## src/rtl/mmu_walk_arbiter.sv

```systemverilog
// Arbitrates the single Sv32 page-table walker between NUM_REQ TLB requesters.
// The owner's request is latched for the whole walk and the result goes back to the owner only.
module mmu_walk_arbiter #(
    parameter int unsigned NUM_REQ     = 2,
    parameter int unsigned ROUND_ROBIN = 1
) (
    input  logic                      clk,
    input  logic                      rst,
    input  logic [NUM_REQ-1:0]        req_request,
    input  logic [NUM_REQ-1:0][31:0]  req_virtual_address,
    input  logic [NUM_REQ-1:0]        req_rnw,
    input  logic [NUM_REQ-1:0]        req_execute,
    input  logic [NUM_REQ-1:0]        req_abort,
    output logic [NUM_REQ-1:0]        req_write_entry,
    output logic [NUM_REQ-1:0]        req_is_fault,
    output logic [19:0]               req_upper_physical_address,
    output logic                      req_superpage,
    output logic [7:0]                req_perms,
    output logic                      mmu_request,
    output logic [31:0]               mmu_virtual_address,
    output logic                      mmu_rnw,
    output logic                      mmu_execute,
    output logic                      mmu_abort,
    input  logic                      mmu_ready,
    input  logic                      mmu_write_entry,
    input  logic                      mmu_is_fault,
    input  logic [19:0]               mmu_upper_physical_address,
    input  logic                      mmu_superpage,
    input  logic [7:0]                mmu_perms
);

    localparam int unsigned OW = (NUM_REQ > 2) ? 2 : 1;

    typedef enum logic [3:0] {
        IDLE    = 4'b0001,
        ISSUE   = 4'b0010,
        WAIT    = 4'b0100,
        RELEASE = 4'b1000
    } state_t;

    state_t               state;
    logic [OW-1:0]        owner;
    logic [OW-1:0]        rr_ptr;
    logic [OW-1:0]        ptr_next;
    logic [OW-1:0]        sel_idx;
    logic [OW-1:0]        k;
    logic                 sel_found;
    logic [NUM_REQ-1:0]   owner_oh;
    logic                 in_issue;
    logic                 in_wait;
    logic                 own_abort;
    logic                 resp_ok;
    logic                 resp_flt;

    assign ptr_next = OW'((int'(owner) + 1) % int'(NUM_REQ));

    // Grant selection: rotating search from rr_ptr, or lowest index first.
    always_comb begin
        sel_found = 1'b0;
        sel_idx   = '0;
        k         = '0;
        for (int i = 0; i < int'(NUM_REQ); i++) begin
            if (ROUND_ROBIN != 0) begin
                k = OW'((int'(rr_ptr) + i) % int'(NUM_REQ));
            end else begin
                k = OW'(i);
            end
            if (!sel_found && req_request[k]) begin
                sel_found = 1'b1;
                sel_idx   = k;
            end
        end
    end

    // Walker handshake and zero-latency response routing; an owner abort masks the completion.
    always_comb begin
        in_issue  = (state == ISSUE);
        in_wait   = (state == WAIT);
        owner_oh  = NUM_REQ'(1) << owner;
        own_abort = req_abort[owner] & (in_issue | in_wait);
        mmu_request = in_issue & mmu_ready & ~req_abort[owner];
        mmu_abort   = own_abort;
        resp_ok   = in_wait & mmu_write_entry & ~req_abort[owner];
        resp_flt  = in_wait & mmu_is_fault & ~mmu_write_entry & ~req_abort[owner];
        req_write_entry = resp_ok  ? owner_oh : '0;
        req_is_fault    = resp_flt ? owner_oh : '0;
        req_upper_physical_address = '0;
        req_superpage              = 1'b0;
        req_perms                  = '0;
        if (resp_ok || resp_flt) begin
            req_upper_physical_address = mmu_upper_physical_address;
            req_superpage              = mmu_superpage;
            req_perms                  = mmu_perms;
        end
    end

    // Ownership FSM; the latched request stays stable from ISSUE through RELEASE.
    always_ff @(posedge clk) begin
        if (rst) begin
            state               <= IDLE;
            owner               <= '0;
            rr_ptr              <= '0;
            mmu_virtual_address <= '0;
            mmu_rnw             <= 1'b0;
            mmu_execute         <= 1'b0;
        end else begin
            case (state)
                IDLE: begin
                    if (sel_found) begin
                        owner               <= sel_idx;
                        mmu_virtual_address <= req_virtual_address[sel_idx];
                        mmu_rnw             <= req_rnw[sel_idx];
                        mmu_execute         <= req_execute[sel_idx];
                        state               <= ISSUE;
                    end
                end
                ISSUE: begin
                    if (own_abort) begin
                        rr_ptr <= ptr_next;
                        state  <= RELEASE;
                    end else if (mmu_request) begin
                        state <= WAIT;
                    end
                end
                WAIT: begin
                    if (own_abort || mmu_write_entry || mmu_is_fault) begin
                        rr_ptr <= ptr_next;
                        state  <= RELEASE;
                    end
                end
                RELEASE: state <= IDLE;
                default: state <= IDLE;
            endcase
        end
    end

endmodule

```

## config.mk

```make
export PLATFORM = sky130hd
export DESIGN_NAME = mmu_walk_arbiter
export DESIGN_NICKNAME = d
export VERILOG_FILES = /design/src/rtl/mmu_walk_arbiter.sv
export SDC_FILE = /design/constraint.sdc
export NUM_CORES = 1
export LEC_CHECK = 0
export ABC_AREA = 1
export CORE_ASPECT_RATIO = 0.7
export CORE_UTILIZATION = 34
export DETAILED_ROUTE_END_ITERATION = 10
export PLACE_DENSITY = 0.79
export SYNTH_ARGS = -nofsm -noshare
export SYNTH_HDL_FRONTEND = slang
export SYNTH_SLANG_ARGS = --single-unit
export TNS_END_PERCENT = 10
```

## constraint.sdc

```tcl
create_clock -name clk -period 1.63 [get_ports clk]
set_input_delay 0.326 -clock clk [delete_from_list [all_inputs] [get_ports clk]]
set_output_delay 0.326 -clock clk [all_outputs]
set_load 0.05 [all_outputs]
```

# Word-level counts from Yosys, hierarchy flattened
# Cells that the tools add are included.
[op_classes] n_mux=29 div_mod_pow=0 magnitude_cmp=4 n_eq_ne=7 shift=1 bitwise=11 addsub=2 n_reduce_logical=9 n_mul=0
[ops] operator="32-bit two-way mux" n=2
[ops] operator="20-bit two-way mux" n=1
[ops] operator="1-bit two-way mux" n=17
[ops] operator="4-bit two-way mux" n=4
[ops] operator="4-bit case mux with 3 select lines" n=1
[ops] operator="1-bit bitwise AND" n=8
[ops] operator="1-bit by 2-bit < comparator with 1-bit output (second input constant)" n=4
[ops] operator="8-bit two-way mux" n=1
[ops] operator="3-bit AND reduction" n=2
[ops] operator="4-bit by 1-bit == test with 1-bit output (second input constant)" n=1
[ops] operator="4-bit by 2-bit == test with 1-bit output (second input constant)" n=1
[ops] operator="4-bit by 3-bit == test with 1-bit output (second input constant)" n=1
[ops] operator="2-bit two-way mux" n=2
[ops] operator="2-bit by 1-bit != test with 1-bit output (second input constant)" n=2
[ops] operator="1-bit logical OR" n=3
[ops] operator="3-bit by 2-bit != test with 1-bit output (second input constant)" n=1
[ops] operator="1-bit adder (second input constant)" n=2
[ops] operator="2-bit != test (second input constant)" n=1
[ops] operator="1-bit NOT" n=2
[ops] operator="1-bit case mux with 2 select lines" n=1
[ops] operator="2-bit AND reduction" n=1
[ops] operator="2-bit nonzero test" n=1
[ops] operator="1-bit by 1-bit left shift with 2-bit output (first input constant)" n=1
[ops] operator="1-bit logical AND" n=1
[ops] operator="2 further kinds" n=2
[totals] mem_count=0 latchBits=0 wordCells=69 out_inout_bits=69 ff_bits=40 rom_bits=0 input_bits=106 ram_bits=0

# Depth between registers and ports, before layout
# Gate-level depths: netlist of run 1.
[logic_depth] depth_word=8 depth_mapped=9 mapped_depth_nobuf=8

# Least setup slack after synthesis of run 1
# OpenSTA, ideal clock, no wires.
[synth_path] kind="register to output" startpoint="register state[0]" endpoint="output req_perms[0]" required_time_ps=1304 n_path_buf=1 stages_incl_launch_ff=9 path_slack_ps=-310 t_arrival_ps=1614 path_cell_list="dfxtp_1 -> inv_2 -> nand2_1 -> nor2_2 -> inv_2 -> nor2_2 -> o21ai_1 -> buf_2 -> nor2_1"
[synth_via] elab_chain_cells=6 elab_cells_between_ends=8 classes_between="1 x eq/ne; 1 x mux; 5 x bitwise; 1 x reduce/logical"
[synth_rtl] item="start, declared" line_no="41" text="state_t state;"
[synth_rtl] item="start signal, assigned" line_no="100" text="state <= IDLE;"
[synth_rtl] item="start signal, assigned" line_no="114" text="state <= ISSUE;"
[synth_rtl] item="start signal, assigned" line_no="120" text="state <= RELEASE;"
[synth_rtl] item="4-bit by 3-bit == test with 1-bit output (*)" line_no="78" text="in_wait = (state == WAIT);"
[synth_rtl] item="1-bit bitwise AND (3 in series)" line_no="84" text="resp_flt = in_wait & mmu_is_fault & ~mmu_write_entry & ~req_abort[owner];"
[synth_rtl] item="1-bit logical OR (*)" line_no="90" text="if (resp_ok || resp_flt) begin"
[synth_rtl] item="8-bit two-way mux (*)" line_no="90"
[synth_rtl] item="end, declared" line_no="18" text="output logic [7:0] req_perms,"
# Mark *: on every way between the ends. The rest lies on a longest branch, timed or not.

# Worst setup path in the final report of run 1
[layout_path] startpoint="register state[0]" endpoint="output req_upper_physical_address[0]"
[layout_via] elab_chain_cells=6 elab_cells_between_ends=8 classes_between="1 x eq/ne; 1 x mux; 5 x bitwise; 1 x reduce/logical"
[layout_rtl] item="4-bit by 3-bit == test with 1-bit output (*)" line_no="78"
[layout_rtl] item="1-bit bitwise AND (3 in series)" line_no="84"
[layout_rtl] item="1-bit logical OR (*)" line_no="90"
[layout_rtl] item="20-bit two-way mux (*)" line_no="90"
[layout_rtl] item="end, declared" line_no="16" text="output logic [19:0] req_upper_physical_address,"
# Marks and branches as above.

==> results of run 1 <==
## through the flow
| stage | hold slack, ps | power, W |
|---|---|---|
| 4_1_cts | 519 | 0.00361 |
| 3_5_place_dp | 498 | 0.00293 |
| 6_report | 516 | 0.00360 |
| 2_1_floorplan | 395 | 0.00225 |
| 3_3_place_gp | 497 | 0.00289 |
| 5_1_grt | 547 | 0.00383 |
## cells by family after synthesis
| group | count (synthesis) | share of synthesized area [%] |
|---|---|---|
| AND/OR/NAND/NOR | 306 | 50.3 |
| buffers and inverters | 95 | 15.7 |
| AO/OA/AOI/OAI | 7 | 1.66 |
| flip-flops | 40 | 32.3 |
## Yosys cell counts, drive strengths merged
| master | n | area (µm²) |
|---|---|---|
| inv | 75 | 282 |
| o31ai | 1 | 7.51 |
| nand2 | 189 | 709 |
| nand3 | 5 | 25.0 |
| dfxtp | 40 | 801 |
| clkinv | 1 | 3.75 |
| nor2 | 109 | 489 |
| a21oi | 4 | 20.0 |
| nand3b | 2 | 15.0 |
| o21ai | 2 | 13.8 |
| buf | 11 | 75.1 |
| nor3 | 1 | 10.0 |
| clkbuf | 8 | 30.0 |
## final timing paths
kind                                  startpoint                              endpoint  depth (start not counted)
max                        state[0]$_SDFFE_PP1P_         req_upper_physical_address[0]                          9
min          mmu_virtual_address[4]$_SDFFE_PP0P_   mmu_virtual_address[4]$_SDFFE_PP0P_                          4
max reg2reg                state[1]$_SDFFE_PP0P_  mmu_virtual_address[18]$_SDFFE_PP0P_                          9
min reg2reg  mmu_virtual_address[4]$_SDFFE_PP0P_   mmu_virtual_address[4]$_SDFFE_PP0P_                          4
## tightest hold or removal path, stage by stage, from the launching register on
cell and delay (ps):
dfxtp_1 320, inv_1 50, nand2_1 40, nand2_1 50, nor2_1 30
## flip-flops by register name, summed over array words and instances (netlist names)
| register | count |
|---|---|
| mmu_rnw | 1 |
| rr_ptr | 1 |
| state | 4 |
| mmu_virtual_address | 32 |
| owner | 1 |
| mmu_execute | 1 |
## repair_timing
item | in CTS | in global routing
buffers inserted | 1 | 2
cloned | 1 | 2
endpoints found under the setup margin | 35 | 35
gates resized for setup | 38 | 10
hold endpoints to repair | 0 | 0
pin swaps | 2 | 7
## routing by layer
metal	up-vias	GRT usage, %	routed length [µm]
met2	122	44.3	4660
met4	0	6.83	201
met1	1412	27.0	3940
li1	1654	-	-
met5	-	0	0
met3	17	6.12	570
## power by group
group | internal (W) | switching (W) | leakage, nW
Sequential | 0.00113 | 0.0000807 | 0.333
Combinational | 0.000678 | 0.00106 | 2.18
Clock | 0.000298 | 0.000349 | 0.0479
Total | 0.00211 | 0.00149 | 2.56
## final cells by class
type,instances,area share (%)
clock buffer,5,1.34
clock inverter,3,0.365
inverter,76,5.55
multi-input combinational,313,29.2
sequential,40,15.7
tap,94,2.29
timing repair buffer,204,45.5
==> results.sh, run 1 <==
export IMPL_cts_tree="done"
export IMPL_syn_num_nets=554
export IMPL_root_buffer="clkbuf_8"
export IMPL_antenna_found_initial=0
export IMPL_postCtsHoldBufs=0
export IMPL_final_nets=746
export IMPL_diodes=0
export IMPL_place_area_mm2=0.00479
export IMPL_vias_per_cell=4.36
export IMPL_post_drt_wl_per_cell_um=12.8
export IMPL_cts_htree_levels=2
export IMPL_rows=25
export IMPL_utilization_pct=74.3
export IMPL_dr_pass1_iters=4
export IMPL_powerDensity_mw_per_mm2=700
export IMPL_cp_buffers_inverters=4
export IMPL_clockBufferDepth=2
export IMPL_cpPeakStageDelay_ps=310
export IMPL_synth_warnings=0
export IMPL_vdd_ir_drop_max_v=0.000436
export IMPL_reg2reg_slack_ps=160
export IMPL_finalCritPeriodShare_pct=121
export IMPL_dp_hpwl_um=7170
export IMPL_ys_seq_area_share_pct=32.3
export IMPL_grt_pass1_vias=3017
export IMPL_place_inst=721
export IMPL_fp_dieArea_mm2=0.00765
export IMPL_grt_max_degree=55
export IMPL_clock_skew_ps=9.59
export IMPL_io_buffer_count=174
export IMPL_hold_violations=0
export IMPL_stdcell_area_mm2=0.00514
export IMPL_outcome="finished with violations"
export IMPL_die_h_um=73.5
export IMPL_drc_errors=0
export IMPL_ys_types=20
export IMPL_p_leak_nw=2.56
export IMPL_gp_congestion=0.888
export IMPL_netlist_instances=448
export IMPL_crit_family="buffers and inverters"
export IMPL_hp_class="register to register"
export IMPL_drv_slew=0
export IMPL_syn2layout_area_growth_pct=107
export IMPL_setup_viol=35
export IMPL_synth_ff_latch_count=40
export IMPL_violations="negative setup slack"
export IMPL_ioPinCount=175
export IMPL_cp_slowest_cell="dfxtp_1"
export IMPL_cts_num_sinks=40
export IMPL_crit_arrival_ps=1650
export IMPL_drt_iter0_drc=121
export IMPL_synth_area_per_cell_um2=5.54
export IMPL_routed_via_count=3205
export IMPL_crit_fanout=5
export IMPL_clk_latency_ps=290
export IMPL_final_cell_mix="184 x nand2_1, 103 x clkdlybuf4s50_1, 72 x nor2_1"
export IMPL_critPathCaptureType="output port"
export IMPL_cts_inserted_buffers=5
export IMPL_rsz0062_at_grt="yes"
export IMPL_multi_input_area_mm2=0.00150
export IMPL_grt_util_all_layers_pct=23.7
export IMPL_ant_nets=0
export IMPL_worstPathRequired_ps=1300
export IMPL_max_freq_ghz=0.505
export IMPL_setup_ws_ps=-350
export IMPL_path_class="register to output port"
export IMPL_cp_common_cell="nor2_4"
export IMPL_setup_tns_ps=-10420
export IMPL_nFillCells=545
export IMPL_grt_overflow_total=0
export IMPL_drv_cap=0
export IMPL_final_common_cell="nand2_1"
export IMPL_max_slew_margin_rel_pct=75.4
export IMPL_drt_wl_total_um=9380
export IMPL_min_period_ps=1980
export IMPL_start_util_pct=35.9
export IMPL_post_place_ws_ps=-376
export IMPL_path_clk_slew_ps=80
export IMPL_grt_pass1_wl_um=14400
export IMPL_syn_area_mm2=0.00248
export IMPL_core_area_mm2=0.00691
export IMPL_path_cells="inv_2 -> nand2_1 -> nor2_4 -> inv_2 -> nor2_4 -> o21ai_4 -> clkbuf_16 -> nor2_4 -> buf_12"
export IMPL_start_kind="register"
export IMPL_die_w_um=104
export IMPL_seq_area_um2=807
export IMPL_tightest_slew_ps=368
export IMPL_drive_gt1_share_pct=25.6
export IMPL_final_cells=735
Note: power is estimated with default switching activity, not from simulation.
==> inputs of run 2 (changes only) <==
--- a/config.mk
+++ b/config.mk
@@ -5,11 +5,11 @@
 export SDC_FILE = /design/constraint.sdc
 export NUM_CORES = 1
 export LEC_CHECK = 0
-export ABC_AREA = 1
+export CAP_MARGIN = 20
 export CORE_ASPECT_RATIO = 0.7
-export CORE_UTILIZATION = 34
+export CORE_UTILIZATION = 32
 export DETAILED_ROUTE_END_ITERATION = 10
-export PLACE_DENSITY = 0.79
+export PLACE_DENSITY = 0.81
 export SYNTH_ARGS = -nofsm -noshare
 export SYNTH_HDL_FRONTEND = slang
 export SYNTH_SLANG_ARGS = --single-unit
==> results.sh, run 2 <==
export IMPL_min_period_ps=2080
export IMPL_drc_errors=7
export IMPL_crit_fanout=14
export IMPL_p_leak_nw=2.01
export IMPL_outcome="finished with violations"
export IMPL_grt_pass1_vias=2420
export IMPL_start_kind="register"
export IMPL_worstPathRequired_ps=1300
export IMPL_gp_congestion=0.775
export IMPL_cp_slowest_cell="dfxtp_2"
export IMPL_cts_inserted_buffers=5
export IMPL_drt_wl_total_um=7010
export IMPL_die_w_um=98
export IMPL_drt_iter0_drc=52
export IMPL_yosysMostFrequentCell="nor2_1"
export IMPL_crit_family="simple AND/OR/NAND/NOR gates"
export IMPL_ant_nets=0
export IMPL_grt_pass1_wl_um=11400
export IMPL_regMostFlops="mmu_virtual_address"
export IMPL_die_h_um=69.2
export IMPL_async_reset_ff_share_pct=0
export IMPL_fp_dieArea_mm2=0.00678
export IMPL_cts_htree_levels=2
export IMPL_cts_num_sinks=40
export IMPL_drv_slew=0
export IMPL_setup_ws_ps=-452
export IMPL_core_area_mm2=0.00622
export IMPL_yosysTopAreaCell="dfxtp_1"
export IMPL_wl_met3_um=471
export IMPL_synth_warnings=0
export IMPL_synth_area_per_cell_um2=8.98
export IMPL_setup_viol=70
export IMPL_cts_tree="done"
export IMPL_post_drt_wl_per_cell_um=14.2
export IMPL_root_buffer="clkbuf_8"
export IMPL_powerDensity_mw_per_mm2=791
export IMPL_clockBufferDepth=2
export IMPL_postCtsHoldBufs=0
export IMPL_path_clk_slew_ps=80
export IMPL_post_place_ws_ps=-434
export IMPL_crit_arrival_ps=1760
export IMPL_final_cell_mix="105 x clkdlybuf4s50_1, 49 x buf_4, 40 x buf_12"
export IMPL_drv_cap=0
export IMPL_synth_ff_latch_count=40
export IMPL_yosysTopAreaCellShare_pct=38.8
export IMPL_vdd_ir_drop_max_v=0.000473
export IMPL_dp_hpwl_um=5690
export IMPL_synth_flop_cell="dfxtp_1"
export IMPL_netlist_instances=230
export IMPL_tightest_slew_ps=323
export IMPL_grt_max_degree=34
export IMPL_rows=24
export IMPL_syn_num_nets=336
export IMPL_hold_violations=0
export IMPL_largest_reg_flops=32
export IMPL_wl_met2_um=3630
export IMPL_max_slew_margin_rel_pct=78.4
export IMPL_max_freq_ghz=0.480
export IMPL_clock_skew_ps=6.91
export IMPL_ys_seq_area_share_pct=38.8
export IMPL_place_inst=484
export IMPL_syn2layout_area_growth_pct=124
export IMPL_clk_latency_ps=290
export IMPL_start_util_pct=33.2
export IMPL_vias_per_cell=4.74
export IMPL_final_cells=493
export IMPL_synthTopCellsByCount="43 x nor2_1, 40 x dfxtp_1, 35 x mux2i_1"
export IMPL_ioPinCount=175
export IMPL_place_area_mm2=0.00442
export IMPL_synth_area_top_cells="dfxtp_1 39%, mux2i_1 17%, a211oi_1 12%, and2_1 8.8%, nor2_1 7.8%"
export IMPL_diodes=0
export IMPL_cp_buffers_inverters=2
export IMPL_antenna_found_initial=0
export IMPL_cpPeakStageDelay_ps=350
export IMPL_top_regs="mmu_virtual_address: 32 flops, state: 4 flops"
export IMPL_violations="design-rule violations, negative setup slack"
export IMPL_critPathCaptureType="output port"
export IMPL_grt_util_all_layers_pct=21.0
export IMPL_final_common_cell="clkdlybuf4s50_1"
export IMPL_routed_top_layer="met4"
export IMPL_post_cts_setup_buffers=0
export IMPL_io_buffer_count=174
export IMPL_dr_pass1_iters=7
export IMPL_grt_overflow_total=0
export IMPL_stdcell_area_mm2=0.00462
export IMPL_syn_area_mm2=0.00206
export IMPL_hp_class="register to register"
export IMPL_path_cells="nor4b_4 -> nand2_2 -> nor2_4 -> clkbuf_16 -> and2_2 -> buf_12"
export IMPL_routed_via_count=2339
export IMPL_synth_edf_count=0
export IMPL_met1_length_um=2820
export IMPL_rsz0062_at_grt="yes"
export IMPL_drive_gt1_share_pct=36.1
export IMPL_final_nets=520
export IMPL_finalCritPeriodShare_pct=128
export IMPL_path_class="register to output port"
export IMPL_ys_types=28
==> run 2: cell count changes in the layout (fill, tap and decap cells not counted), sizes merged, moves of 3 or more <==
cell | previous run | this run
nand2 | 189 | 2
buf | 97 | 90
and2 | 0 | 29
mux2i | 0 | 35
inv | 75 | 3
or4b | 0 | 3
a211oi | 0 | 34
clkinv | 4 | 0
nor2 | 109 | 44
==> run 2: layout make-up <==
class	instances	area, µm²
Sequential cell	40	808
Timing Repair Buffer	196	2260
Clock inverter	1	30.0
Inverter	3	11.3
Multi-Input combinational cell	168	1320
Tap cell	78	97.6
Clock buffer	7	96.3
Fill cell	450	1600
==> run 2: report_power, final <==
part,switching [W],total (W),internal [W]
combinational,0.000891,0.00155,0.000659
sequential,0.0000840,0.00121,0.00113
clock,0.000346,0.000886,0.000541
==> run 2: worst paths after layout <==
path,to,cells past startpoint,slack [ps],start
setup reg to reg,mmu_virtual_address[9]$_SDFFE_PP0P_,5,-150,state[1]$_SDFFE_PP0P_
hold reg to reg,mmu_virtual_address[20]$_SDFFE_PP0P_,2,500,mmu_virtual_address[20]$_SDFFE_PP0P_
hold / removal,mmu_virtual_address[20]$_SDFFE_PP0P_,2,500,mmu_virtual_address[20]$_SDFFE_PP0P_
setup / recovery,req_upper_physical_address[5],6,-450,state[3]$_SDFFE_PP0P_
==> run 2: per-layer routing <==
layer / up-vias / track usage, %
met4: 0 / 6.06
li1: 1178 / -
met1: 1070 / 23.9
met2: 82 / 38.4
met3: 9 / 5.65
met5: - / 0
==> run 2: repair_timing <==
action | in CTS | in global routing
gates resized for setup | 7 | 7
setup endpoints to repair | 70 | 72
endpoints found under the hold margin | 0 | 0
gates cloned | 0 | 1
pin swaps | 7 | 1
==> run 2: per-stage QoR <==
stage                     utilization [%]  setup TNS, ps  hold slack, ps  power, W
final                                74.3         -16900             503   0.00365
after global routing                 74.3         -23520             530   0.00384
after CTS                            73.6         -15880             502   0.00367
after detailed placement             71.1         -15840             491   0.00278
after global placement               71.1         -13750             488   0.00275
after floorplan                         -          -3270             496   0.00215
==> run 2: worst min-delay path, stage by stage (launching register included) <==
cell,delay (ps)
dfxtp_1,310
nor2_1,90
a211oi_1,50
==> run 2: kinds of logic (layout without fill, tap and decap cells) <==
group | Yosys count | count (layout) | synth area share (%)
simple gates | 90 | 90 | 23.0
mux | 36 | 36 | 17.5
flops | 40 | 40 | 38.8
buf+inv | 22 | 207 | 5.45
compound gates | 42 | 42 | 15.3
==> inputs of run 3 (changes only) <==
--- a/config.mk
+++ b/config.mk
@@ -6,7 +6,7 @@
 export NUM_CORES = 1
 export LEC_CHECK = 0
 export CAP_MARGIN = 20
-export CORE_ASPECT_RATIO = 0.7
+export CORE_ASPECT_RATIO = 1.4
 export CORE_UTILIZATION = 32
 export DETAILED_ROUTE_END_ITERATION = 10
 export PLACE_DENSITY = 0.81
==> results.sh, run 3 (synthesis gave the netlist of run 2 again) <==
export IMPL_outcome="finished with violations"
export IMPL_violations="negative setup slack"
export IMPL_worstPathRequired_ps=1300
export IMPL_rsz0062_at_grt="yes"
export IMPL_syn2layout_area_growth_pct=118
export IMPL_place_inst=476
export IMPL_largest_reg_flops=32
export IMPL_diodes=0
export IMPL_max_freq_ghz=0.499
export IMPL_regMostFlops="mmu_virtual_address"
export IMPL_grt_util_all_layers_pct=19.8
export IMPL_cts_num_sinks=40
export IMPL_path_class="register to output port"
export IMPL_drc_errors=0
export IMPL_tightest_slew_ps=446
export IMPL_p_leak_nw=1.96
export IMPL_setup_tns_ps=-15270
export IMPL_final_cells=484
export IMPL_antenna_found_initial=0
export IMPL_grt_pass1_wl_um=10900
export IMPL_io_buffer_count=174
export IMPL_fp_dieArea_mm2=0.00678
export IMPL_postCtsHoldBufs=0
export IMPL_drt_wl_total_um=6520
export IMPL_cts_inserted_buffers=5
export IMPL_die_w_um=69.9
export IMPL_final_nets=517
export IMPL_critPathCaptureType="output port"
export IMPL_powerDensity_mw_per_mm2=769
export IMPL_crit_fanout=29
export IMPL_post_cts_setup_buffers=0
export IMPL_root_buffer="clkbuf_8"
export IMPL_setup_viol=71
export IMPL_path_clk_slew_ps=80
export IMPL_ioPinCount=175
export IMPL_core_area_mm2=0.00621
export IMPL_routed_via_count=2361
export IMPL_rows=34
export IMPL_max_slew_margin_rel_pct=69.8
export IMPL_vias_per_cell=4.88
export IMPL_final_cell_mix="104 x clkdlybuf4s50_1, 48 x buf_4, 40 x buf_12"
export IMPL_finalCritPeriodShare_pct=123
export IMPL_clockBufferDepth=2
export IMPL_clk_latency_ps=280
export IMPL_cts_htree_levels=2
export IMPL_drv_slew=0
export IMPL_drt_iter0_drc=34
export IMPL_gp_congestion=0.865
export IMPL_die_h_um=97.0
export IMPL_cts_tree="done"
export IMPL_hp_class="register to register"
export IMPL_start_kind="register"
export IMPL_grt_pass1_vias=2351
export IMPL_setup_ws_ps=-372
export IMPL_ant_nets=0
export IMPL_clock_skew_ps=4.86
export IMPL_start_util_pct=33.2
export IMPL_hold_violations=0
export IMPL_drv_cap=0
export IMPL_crit_arrival_ps=1680
export IMPL_grt_overflow_total=0
export IMPL_power_w=0.00347
export IMPL_drive_gt1_share_pct=34.7
export IMPL_dp_hpwl_um=5440
export IMPL_min_period_ps=2000
export IMPL_vdd_ir_drop_max_v=0.000712
export IMPL_dr_pass1_iters=4
export IMPL_top_regs="mmu_virtual_address: 32 flops, state: 4 flops"
export IMPL_final_common_cell="clkdlybuf4s50_1"
export IMPL_grt_max_degree=35
export IMPL_post_drt_wl_per_cell_um=13.5
-- run 3: cell count changes in the layout (fill, tap and decap cells not counted), moves of 2 or more --
cell      previous run  this run
nor2_4               3         1
and2_2              15        19
nor2_2               2         4
and2_4              14        10
nand2_1              0         2
clkbuf_8             7         5
-- run 3: final cells by class --
type                    instances  area [µm²]
well taps                      72        90.1
flip-flops and latches         40         808
multi-input cells             168        1280
repair buffers                193        2210
inverters                       3        11.3
clock inverters                 1        5.00
fillers                       450        1700
clock buffers                   7        97.6
-- run 3: repair_timing --
action                                  4_1_cts  5_1_grt
pin swaps                                     3        0
gates resized for setup                       3        1
endpoints found under the setup margin       71       72
endpoints found under the hold margin         0        0
-- run 3: per-stage QoR --
step / area, µm² / util (%) / setup slack (ps) / hold WS [ps]
2_1_floorplan: 2200 / - / -129 / 496
3_3_place_gp: 4400 / 70.8 / -499 / 487
3_5_place_dp: 4400 / 70.8 / -517 / 493
4_1_cts: 4510 / 72.6 / -389 / 503
5_1_grt: 4510 / 72.6 / -493 / 520
6_report: 4510 / 72.6 / -372 / 499
-- run 3: layer usage --
| layer | part of all wire, % | GRT usage, % |
|---|---|---|
| met1 | 36 | 19.9 |
| met4 | 1.1 | 6.00 |
| met2 | 54 | 38.3 |
| met5 | 0 | 0 |
| met3 | 8.3 | 5.63 |
-- run 3: power breakdown --
part	leakage [nW]	switching [W]	internal, W
Clock	0.0534	0.000328	0.000393
Sequential	0.333	0.0000874	0.00113
Combinational	1.58	0.000880	0.000651
-- run 3: worst max-delay path, cell delays in order (launching register included) --
cell and delay (ps):
dfxtp_2 360, nor4b_4 310, nand2_1 100, nor2_2 130
buf_12 170, and2_2 180, buf_12 130
-- run 3: path summary, 6_finish.rpt --
check,from,to,slack (ps),cells after the start
max,state[0]$_SDFFE_PP1P_,req_upper_physical_address[12],-370,6
min reg2reg,mmu_virtual_address[27]$_SDFFE_PP0P_,mmu_virtual_address[27]$_SDFFE_PP0P_,500,2
max reg2reg,state[1]$_SDFFE_PP0P_,mmu_virtual_address[7]$_SDFFE_PP0P_,-140,5
min,mmu_virtual_address[27]$_SDFFE_PP0P_,mmu_virtual_address[27]$_SDFFE_PP0P_,500,2
